**src/rtl/drp_rmw_seq.sv**
```systemverilog
// DRP read-modify-write sequencer: on each accepted drp_start it walks a parameter
// table of (address, mask, data) entries, reading, merging and writing back each one.
module drp_rmw_seq #(
  parameter int                        NUM_ENTRIES = 4,
  parameter logic [NUM_ENTRIES*7-1:0]  ADDR_TABLE  = '0,
  parameter logic [NUM_ENTRIES*16-1:0] MASK_TABLE  = '0,
  parameter logic [NUM_ENTRIES*16-1:0] DATA_TABLE  = '0,
  parameter int                        TIMEOUT     = 255
) (
  input  logic        clkin,
  input  logic        reset_n,
  input  logic        drp_start,
  input  logic [15:0] drp_do,
  input  logic        drdy,
  output logic [6:0]  daddr,
  output logic [15:0] di,
  output logic        den,
  output logic        dwe,
  output logic        busy,
  output logic        done,
  output logic        error
);

  typedef enum logic [2:0] {
    S_IDLE,
    S_RD_REQ,
    S_RD_WAIT,
    S_WR_REQ,
    S_WR_WAIT
  } state_t;

  localparam logic [3:0] LAST_IDX    = 4'(NUM_ENTRIES - 1);
  localparam logic [7:0] TIMEOUT_VAL = 8'(TIMEOUT);

  // Tables are unpacked to 16 slots so a 4-bit index always fits; unused slots read 0.
  logic [6:0]  w_addrArr [16];
  logic [15:0] w_maskArr [16];
  logic [15:0] w_dataArr [16];

  for (genvar g = 0; g < 16; g++) begin : g_tab
    if (g < NUM_ENTRIES) begin : g_used
      assign w_addrArr[g] = ADDR_TABLE[7*g +: 7];
      assign w_maskArr[g] = MASK_TABLE[16*g +: 16];
      assign w_dataArr[g] = DATA_TABLE[16*g +: 16];
    end else begin : g_unused
      assign w_addrArr[g] = '0;
      assign w_maskArr[g] = '0;
      assign w_dataArr[g] = '0;
    end
  end

  state_t      r_state;
  logic [3:0]  r_idx;
  logic [7:0]  r_cnt;
  logic [6:0]  r_daddr;
  logic [15:0] r_di;
  logic        r_den;
  logic        r_dwe;
  logic        r_busy;
  logic        r_done;
  logic        r_error;

  state_t      w_stateNext;
  logic [3:0]  w_idxNext;
  logic [7:0]  w_cntNext;
  logic [6:0]  w_daddrNext;
  logic [15:0] w_diNext;
  logic        w_denNext;
  logic        w_dweNext;
  logic        w_busyNext;
  logic        w_doneNext;
  logic        w_errorNext;
  logic [7:0]  w_cntInc;
  logic [15:0] w_merged;

  // The compare uses the post-increment count so the abort lands TIMEOUT cycles
  // after entering the wait state.
  assign w_cntInc = r_cnt + 8'd1;
  assign w_merged = (drp_do & ~w_maskArr[r_idx]) | (w_dataArr[r_idx] & w_maskArr[r_idx]);

  always_comb begin
    w_stateNext = r_state;
    w_idxNext   = r_idx;
    w_cntNext   = r_cnt;
    w_daddrNext = r_daddr;
    w_diNext    = r_di;
    w_denNext   = 1'b0;
    w_dweNext   = 1'b0;
    w_doneNext  = 1'b0;
    w_errorNext = r_error;
    case (r_state)
      S_IDLE: begin
        if (drp_start) begin
          w_stateNext = S_RD_REQ;
          w_idxNext   = 4'd0;
          w_cntNext   = 8'd0;
          w_errorNext = 1'b0;
          w_denNext   = 1'b1;
          w_daddrNext = w_addrArr[0];
        end
      end
      S_RD_REQ: begin
        w_stateNext = S_RD_WAIT;
        w_cntNext   = 8'd0;
      end
      S_WR_REQ: begin
        w_stateNext = S_WR_WAIT;
        w_cntNext   = 8'd0;
      end
      S_RD_WAIT, S_WR_WAIT: begin
        if (drdy) begin
          if (r_state == S_RD_WAIT) begin
            w_stateNext = S_WR_REQ;
            w_denNext   = 1'b1;
            w_dweNext   = 1'b1;
            w_daddrNext = w_addrArr[r_idx];
            w_diNext    = w_merged;
          end else if (r_idx == LAST_IDX) begin
            w_stateNext = S_IDLE;
            w_doneNext  = 1'b1;
          end else begin
            w_stateNext = S_RD_REQ;
            w_idxNext   = r_idx + 4'd1;
            w_denNext   = 1'b1;
            w_daddrNext = w_addrArr[r_idx + 4'd1];
          end
        end else if (w_cntInc == TIMEOUT_VAL) begin
          w_stateNext = S_IDLE;
          w_errorNext = 1'b1;
          w_doneNext  = 1'b1;
        end else begin
          w_cntNext = w_cntInc;
        end
      end
      default: begin
        w_stateNext = S_IDLE;
      end
    endcase
    w_busyNext = (w_stateNext != S_IDLE);
  end

  always_ff @(posedge clkin or negedge reset_n) begin
    if (!reset_n) begin
      r_state <= S_IDLE;
      r_idx   <= 4'd0;
      r_cnt   <= 8'd0;
      r_daddr <= 7'd0;
      r_di    <= 16'd0;
      r_den   <= 1'b0;
      r_dwe   <= 1'b0;
      r_busy  <= 1'b0;
      r_done  <= 1'b0;
      r_error <= 1'b0;
    end else begin
      r_state <= w_stateNext;
      r_idx   <= w_idxNext;
      r_cnt   <= w_cntNext;
      r_daddr <= w_daddrNext;
      r_di    <= w_diNext;
      r_den   <= w_denNext;
      r_dwe   <= w_dweNext;
      r_busy  <= w_busyNext;
      r_done  <= w_doneNext;
      r_error <= w_errorNext;
    end
  end

  assign daddr = r_daddr;
  assign di    = r_di;
  assign den   = r_den;
  assign dwe   = r_dwe;
  assign busy  = r_busy;
  assign done  = r_done;
  assign error = r_error;

endmodule

```
**config.mk**
```make
export PLATFORM = sky130hd
export DESIGN_NAME = drp_rmw_seq
export DESIGN_NICKNAME = d
export VERILOG_FILES = /design/src/rtl/drp_rmw_seq.sv
export SDC_FILE = /design/constraint.sdc
export NUM_CORES = 1
export LEC_CHECK = 0
export CAP_MARGIN = 0
export CORE_MARGIN = 1
export CORE_UTILIZATION = 48
export DETAILED_ROUTE_END_ITERATION = 7
export HOLD_SLACK_MARGIN = 0.02
export PLACE_DENSITY_LB_ADDON = 0.3
export SYNTH_ARGS = -nofsm -noshare
export SYNTH_HDL_FRONTEND = slang
export SYNTH_SLANG_ARGS = --single-unit
```
**constraint.sdc**
```tcl
create_clock -name clkin -period 2.8 [get_ports clkin]
set_clock_uncertainty 0.2 [all_clocks]
set_input_delay 0.42 -clock clkin [delete_from_list [all_inputs] [get_ports clkin]]
set_output_delay 0.42 -clock clkin [all_outputs]
set_load 0.02 [all_outputs]
```
==> reports/results.tsv <==
stage	metric	value	unit
logic_synthesis	area share of the largest cell type after synthesis	49.66	%
setup_path	class of the most critical setup path	flip-flop to flip-flop	
timing	slew of the pin with the lowest slew margin	0.5910	ns
power	switching pwr	921.6	µW
finish	highest-count cells in the layout ignoring fill and taps	sky130_fd_sc_hd__clkdlybuf4s50_1, sky130_fd_sc_hd__dfrtp_1, sky130_fd_sc_hd__mux2_2	
power	cell-internal power	1.529	mW
drt	Initial DRC Count	43	
logic_synthesis	biggest area contributors in the synthesized netlist	sky130_fd_sc_hd__dfrtp_1, sky130_fd_sc_hd__mux2_2, sky130_fd_sc_hd__buf_4	
power	Logic pwr share	46.3	%
grt	via count of the first global-routing pass	1366	
status	outcome	complete, no violations	
timing	least setup slack across all paths after layout	0.5673	ns
cts	clock sink total	36	
power	register share of total power	35.6	%
cts	Root Buffer	sky130_fd_sc_hd__clkbuf_8	
finish	register cell area after layout	900.9	µm²
power	net switching share of the total power	37.61	%
finish	Fill cells	280	
setup_path	data arrival time of the critical path	2.20	ns
floorplan	initial core utilization	52.31	%
timing	Period Utilization, post-route	79.74	%
cts	maximum count of clock buffers along a single path	2	
drt	total length of routed met2 wires	1714	µm
floorplan	core region area	3468	µm²
setup_path	Worst Setup Start Kind	flip-flop	
grt	global-route wire length before repair	6134	µm
drt	DRT met1 WL	1543	µm
placed_design	gpl congestion	0.8405	
setup_path	critical path required time	2.77	ns
drt	Total Wirelength	3552	µm
cts	setup fix buffers added after clock tree synthesis	0	
setup_path	crit path max-delay cell type	sky130_fd_sc_hd__or3_1	
timing	max frequency	0.4479	GHz
logic_synthesis	post-synthesis adder-cell area fraction	2.069	%
logic_synthesis	Mean Syn Cell Area	11.00	µm²
logic_synthesis	Post-Synthesis Cell Area	1814	µm²
drt	wire per inst	14.10	µm
logic_synthesis	share of synthesized area spent on multiplexers	10.55	%
cts	number of levels the H-tree was split into	2	
finish	diode count	0	
floorplan	die footprint	4030	µm²
cts	TritonCTS clock tree	done	
timing	post-route minimum period	2.233	ns
power	part of the total power dissipated in the clock network	18.1	%
logic_synthesis	part of the Yosys area used for sequential elements	49.66	%
power	P per Cell Area	1052	nW/µm²
floorplan	site row count	21	
finish	multi-input logic area	818.3	µm²
timing	setup repair after global routing missed its margin	false	
cts	clock latency on the worst-skew pair	0.28	ns
logic_synthesis	number of flops mapped to enable cells by yosys	0	
logic_synthesis	post-synthesis instance total	165	
logic_synthesis	synthesis-stage register bit count	36	
setup_path	delay contributed by the slowest stage of the critical path	0.50	ns
setup_path	crit-path max FO	7	
grt	maximum number of pins on one net before global-route repair	37	
power	Pleak	0.9788	nW
finish	Layout Nets	228	
hold_path	classification of the worst-slack hold path	flip-flop to flip-flop	
cts	clock transition time at the flip-flop clock pins of the worst setup and hold paths	0.07	ns
floorplan	io pins	48	
setup_path	critical path buffer and inverter count	0	
setup_path	chain of cells forming the critical path	ha_1 > xnor2_1 > or3_1 > or2_4 > a32o_1	
logic_synthesis	Warnings, synthesis	0	
timing	final setup violating endpoints	0	
finish	commonest non-fill, non-tap cell in the layout	sky130_fd_sc_hd__clkdlybuf4s50_1	
logic_synthesis	synthesized-area fraction occupied by and/or/nand/nor cells	14.76	%
cts	CTS hold repair buffers	0	
timing	final-report hold violation count	0	
drt	remaining antenna violation count after routing	0	
floorplan	floorplan die height	63.48	µm
grt	global-route congestion overflow total	0	
logic_synthesis	dominant combinational cell family by area after synthesis	simple AND/OR/NAND/NOR gates	
drt	Met3 Routed Length	248	µm
timing	worst rel slew slack	60.45	%
setup_path	delay-heaviest family, CP	simple AND/OR/NAND/NOR gates	
placed_design	sum of net half-perimeters after detailed placement	2518	µm
setup_path	CP endpoint kind	flip-flop	
logic_synthesis	most common flop cell mapped by yosys	sky130_fd_sc_hd__dfrtp_1	
finish	fraction of layout cells with a size suffix above 1	15.53	%
drt	number of remaining DRC errors	0	
cts	TritonCTS buffer count	5	
cts	Resized Gates After CTS	0	
logic_synthesis	unique cell type count in the Yosys netlist	50	
drt	Via Count	1379	
drt	Vias per Instance	5.472	
floorplan	die width	63.48	µm
logic_synthesis	XOR/XNOR share of the synthesized area	2.897	%
grt	number of antenna violations at the first check in global routing	0	
drt	length of the first detailed-routing pass in iterations	4	
logic_synthesis	share of the synthesized area in compound gates (AO/OA/AOI/OAI)	13.38	%
finish	layout overhead on the synthesized area	28.41	%
placed_design	pre-CTS setup slack	0.4062	ns
flow_run	max_cap viols	0	
logic_synthesis	cell type contributing the most total cell area after synthesis	sky130_fd_sc_hd__dfrtp_1	
power	Overall Power	2.450	mW
power	peak ir drop on the vdd network	0.4896	mV
drt	highest routed metal layer	met4	
timing	Final Slew Violations	0	
grt	Total Routing Usage GR	19.72	%
logic_synthesis	ys async rst share	100.0	%
placed_design	number of buffers inserted by port buffering	40	
timing	accumulated negative setup slack	0	ns
[layout make-up]
| class | instances | area share [%] |
|---|---|---|
| Multi-Input combinational cell | 113 | 35.12 |
| Clock buffer | 5 | 2.954 |
| Tap cell | 46 | 2.470 |
| Timing Repair Buffer | 42 | 17.83 |
| Inverter | 7 | 1.128 |
| Sequential cell | 36 | 38.67 |
| Clock inverter | 3 | 1.826 |
[final timing paths]
check	from	end	cells past startpoint	slack (ns)
worst max register to register	r_cnt[0]	r_state[2]	5	0.57
max in group asynchronous	reset_n	error	2	1.73
worst max-delay path	r_cnt[0]	r_state[2]	5	0.57
worst min register to register	di[15]	di[15]	1	0.31
min in group asynchronous	reset_n	dwe	2	0.35
worst min-delay path	di[15]	di[15]	1	0.31
[Yosys cell counts, drive strengths merged, types with 4 or more instances]
master  count
dfrtp      36
inv         7
xor2        4
clkbuf      6
a21oi       4
buf         9
nand3       9
mux2       17
nor2        7
nand2      10
o21ai       7
[state kept, by name (all words and copies together), names as in the netlist]
register	count
dwe	1
r_state	3
error	1
den	1
r_idx	4
done	1
r_cnt	8
busy	1
di	16
[per-stage QoR]
stage                     hold slack [ns]  utilization (%)  instance area [µm²]  instances
after global placement             0.2887            63.96                 2218        244
after global routing               0.3292            67.17                 2330        252
after detailed placement           0.2941            63.96                 2218        244
after CTS                          0.3106            67.17                 2330        252
final                              0.3061            67.17                 2330        252
after floorplan                  -0.07559                -                 1837        171
[power groups by stage]
stage | Combinational, mW | Sequential [mW] | Clock (mW)
after CTS | 1.15 | 0.871 | 0.459
final | 1.13 | 0.872 | 0.445
after global routing | 1.21 | 0.905 | 0.484
after floorplan | 0.572 | 1.00 | 0
after detailed placement | 1.14 | 0.875 | 0
after global placement | 1.10 | 0.864 | 0
[logic make-up after synthesis]
family	Yosys count
adder cells (fa/ha/maj)	3
flip-flops	36
buffers and inverters	22
AO/OA/AOI/OAI	32
multiplexers	17
other	1
XOR/XNOR	6
AND/OR/NAND/NOR	48
[worst reg2reg max path, cell delays in order, from the launching register on]
cell,delay [ns]
sky130_fd_sc_hd__dfrtp_1,0.43
sky130_fd_sc_hd__ha_1,0.29
sky130_fd_sc_hd__xnor2_1,0.14
sky130_fd_sc_hd__or3_1,0.50
sky130_fd_sc_hd__or2_4,0.33
sky130_fd_sc_hd__a32o_1,0.22
[layer usage]
layer  vias to the layer above  GRT usage [%]
li1                        654              -
met2                        59          32.31
met5                         -              0
met1                       661          24.65
met3                         5          5.435
met4                         0          7.386
Power figures use the tool's default switching activity.
==> RTL edit, RTL diff (same settings) <==
`r_di` no longer has a reset.
--- a/src/rtl/drp_rmw_seq.sv
+++ b/src/rtl/drp_rmw_seq.sv
@@ -145,7 +145,6 @@
       r_idx   <= 4'd0;
       r_cnt   <= 8'd0;
       r_daddr <= 7'd0;
-      r_di    <= 16'd0;
       r_den   <= 1'b0;
       r_dwe   <= 1'b0;
       r_busy  <= 1'b0;
@@ -156,13 +155,16 @@
       r_idx   <= w_idxNext;
       r_cnt   <= w_cntNext;
       r_daddr <= w_daddrNext;
-      r_di    <= w_diNext;
       r_den   <= w_denNext;
       r_dwe   <= w_dweNext;
       r_busy  <= w_busyNext;
       r_done  <= w_doneNext;
       r_error <= w_errorNext;
     end
+  end
+
+  always_ff @(posedge clkin) begin
+    r_di <= w_diNext;
   end
 
   assign daddr = r_daddr;
Check against the original RTL: differs if reset_n is asserted again (counterexample within 4 cycles, from zero or initial values and one cycle with reset_n low); with reset_n held inactive, the same outputs for 10 cycles.
==> RTL edit against the unedited design <==
- total power decreased by 34%
- first-iteration DRC count decreased by 23%
- global-route usage increased by 0.37 points
- synthesized cell count increased by 2.4%
- sequential cell count unchanged
- area after synthesis decreased by 3.0%
- design area decreased by 4.9%
- setup slack got worse by 0.14 ns
- routed wire length increased by 0.39%
- die area decreased by 2.9%
==> RTL edit: results (changes against the unedited design) <==
run_status:
  status: "complete, no violations"
yosys:
  ys_seq_area_frac: 0.558  # +0.0611
  yosysWarnings: 0  # unchanged
  ys_top_cells_by_count: "dfrtp_1 (20), nand2_1 (19), edfxtp_1 (16)"
  async_reset_ff_frac: 0.556  # -0.444
  ys_top_cells_by_area: "dfrtp_1 (28%), edfxtp_1 (27%), nand2_1 (4.1%)"
  synthMuxAreaShare: 0.00640  # -0.0991
  synth_edf_count: 16  # +16
  yosys.cell_types.count: 38  # -24%
  synth_adder_area_share: 0.0213  # +0.000647
  synth_xor_xnor_area_share: 0.00996  # -0.0190
  synth_compound_area_frac: 0.154  # +0.0198
power:
  switching_power_mw: 0.611  # -34%
  p_leak_nw: 0.888  # -9.3%
  ir_drop_v: 0.000490  # +0.15%
worst_setup_path:
  worst-r2r-cell-count: 7  # +2
  cp_top_family: "compound AO/OA/AOI/OAI gates"
  cp_max_fo: 12  # +5
  regToRegEndpoint: "r_cnt[1]"
  r2r_slack_ns: 0.42  # -0.14 ns
  critPathSlowestCell: "dfrtp_1"
  cp.arrival_ns: 2.44  # +0.24 ns
  cp-startpoint: "r_cnt[1]"
clock_network:
  clkLatencyLatePin_ns: 0.33  # +0.05 ns
  path_clk_slew_ns: 0.10  # +0.03 ns
place:
  gp_congestion: 0.886  # +5.4%
  dp_hpwl_mm: 2.65  # +5.4%
  io_buffers: 40  # unchanged
grt:
  grt_max_degree: 21  # -43%
  grt_pass1_wl_mm: 6.07  # -1.0%
  grt_use_total: 0.201  # +0.00374
  grt_pass1_vias: 1334  # -2.3%
timing:
  tightestPinTransition_ns: 0.611  # +0.0201 ns
layout:
  nNetsFinal: 233  # +2.2%
  drive_gt1_frac: 0.0616  # -0.0937
detailed_routing:
  first_iter_violations: 33  # -23%
  drc_errors: 0  # unchanged
  routed_wl_mm: 3.57  # +0.39%
  num_vias: 1358  # -1.5%
  drtPass1Iterations: 5  # +1
worst_hold_path:
  hold_path_class: "in2async"
-- RTL edit: stage by stage --
stage | cells | area (um2) | worst slack [ns]
after floorplan | 175 | 1780 | 0.652
after global placement | 249 | 2160 | 0.489
after detailed placement | 249 | 2160 | 0.422
after CTS | 257 | 2210 | 0.458
after global routing | 257 | 2210 | 0.237
final | 257 | 2210 | 0.424
-- RTL edit: power groups by stage --
| stage | logic [mW] | clock network [mW] | registers [mW] |
|---|---|---|---|
| 6_report | 0.601 | 0.257 | 0.756 |
| 5_1_grt | 0.656 | 0.291 | 0.775 |
| 4_1_cts | 0.602 | 0.266 | 0.756 |
| 3_5_place_dp | 0.601 | 0 | 0.767 |
| 3_3_place_gp | 0.586 | 0 | 0.758 |
| 2_1_floorplan | 0.356 | 0 | 0.788 |
-- RTL edit: area by class of cell --
class / instances / area [um2]
Fill cell: 280 / 1200
Clock buffer: 5 / 37.5
Clock inverter: 3 / 13.8
Tap cell: 46 / 57.6
Multi-Input combinational cell: 117 / 676
Sequential cell: 36 / 981
Timing Repair Buffer: 43 / 423
Inverter: 7 / 26.3
-- RTL edit: worst min path at each step --
stage	start	endpoint	slack, ns	cells after the start
4_1_cts	reset_n	r_state[0]	0.21	2
6_report	reset_n	r_state[0]	0.21	2
2_1_floorplan	reset_n	busy	-0.08	0
3_5_place_dp	r_idx[1]	r_idx[1]	0.36	2
5_1_grt	reset_n	dwe	0.22	2
3_3_place_gp	r_idx[0]	r_idx[0]	0.33	1
-- RTL edit: per-layer routing --
layer | track usage | vias to the layer above | wire, um
li1 | - | 668 | -
met1 | 0.239 | 643 | 1480
met2 | 0.336 | 38 | 1860
met3 | 0.0456 | 9 | 157
met4 | 0.110 | 0 | 65
met5 | 0 | - | 0
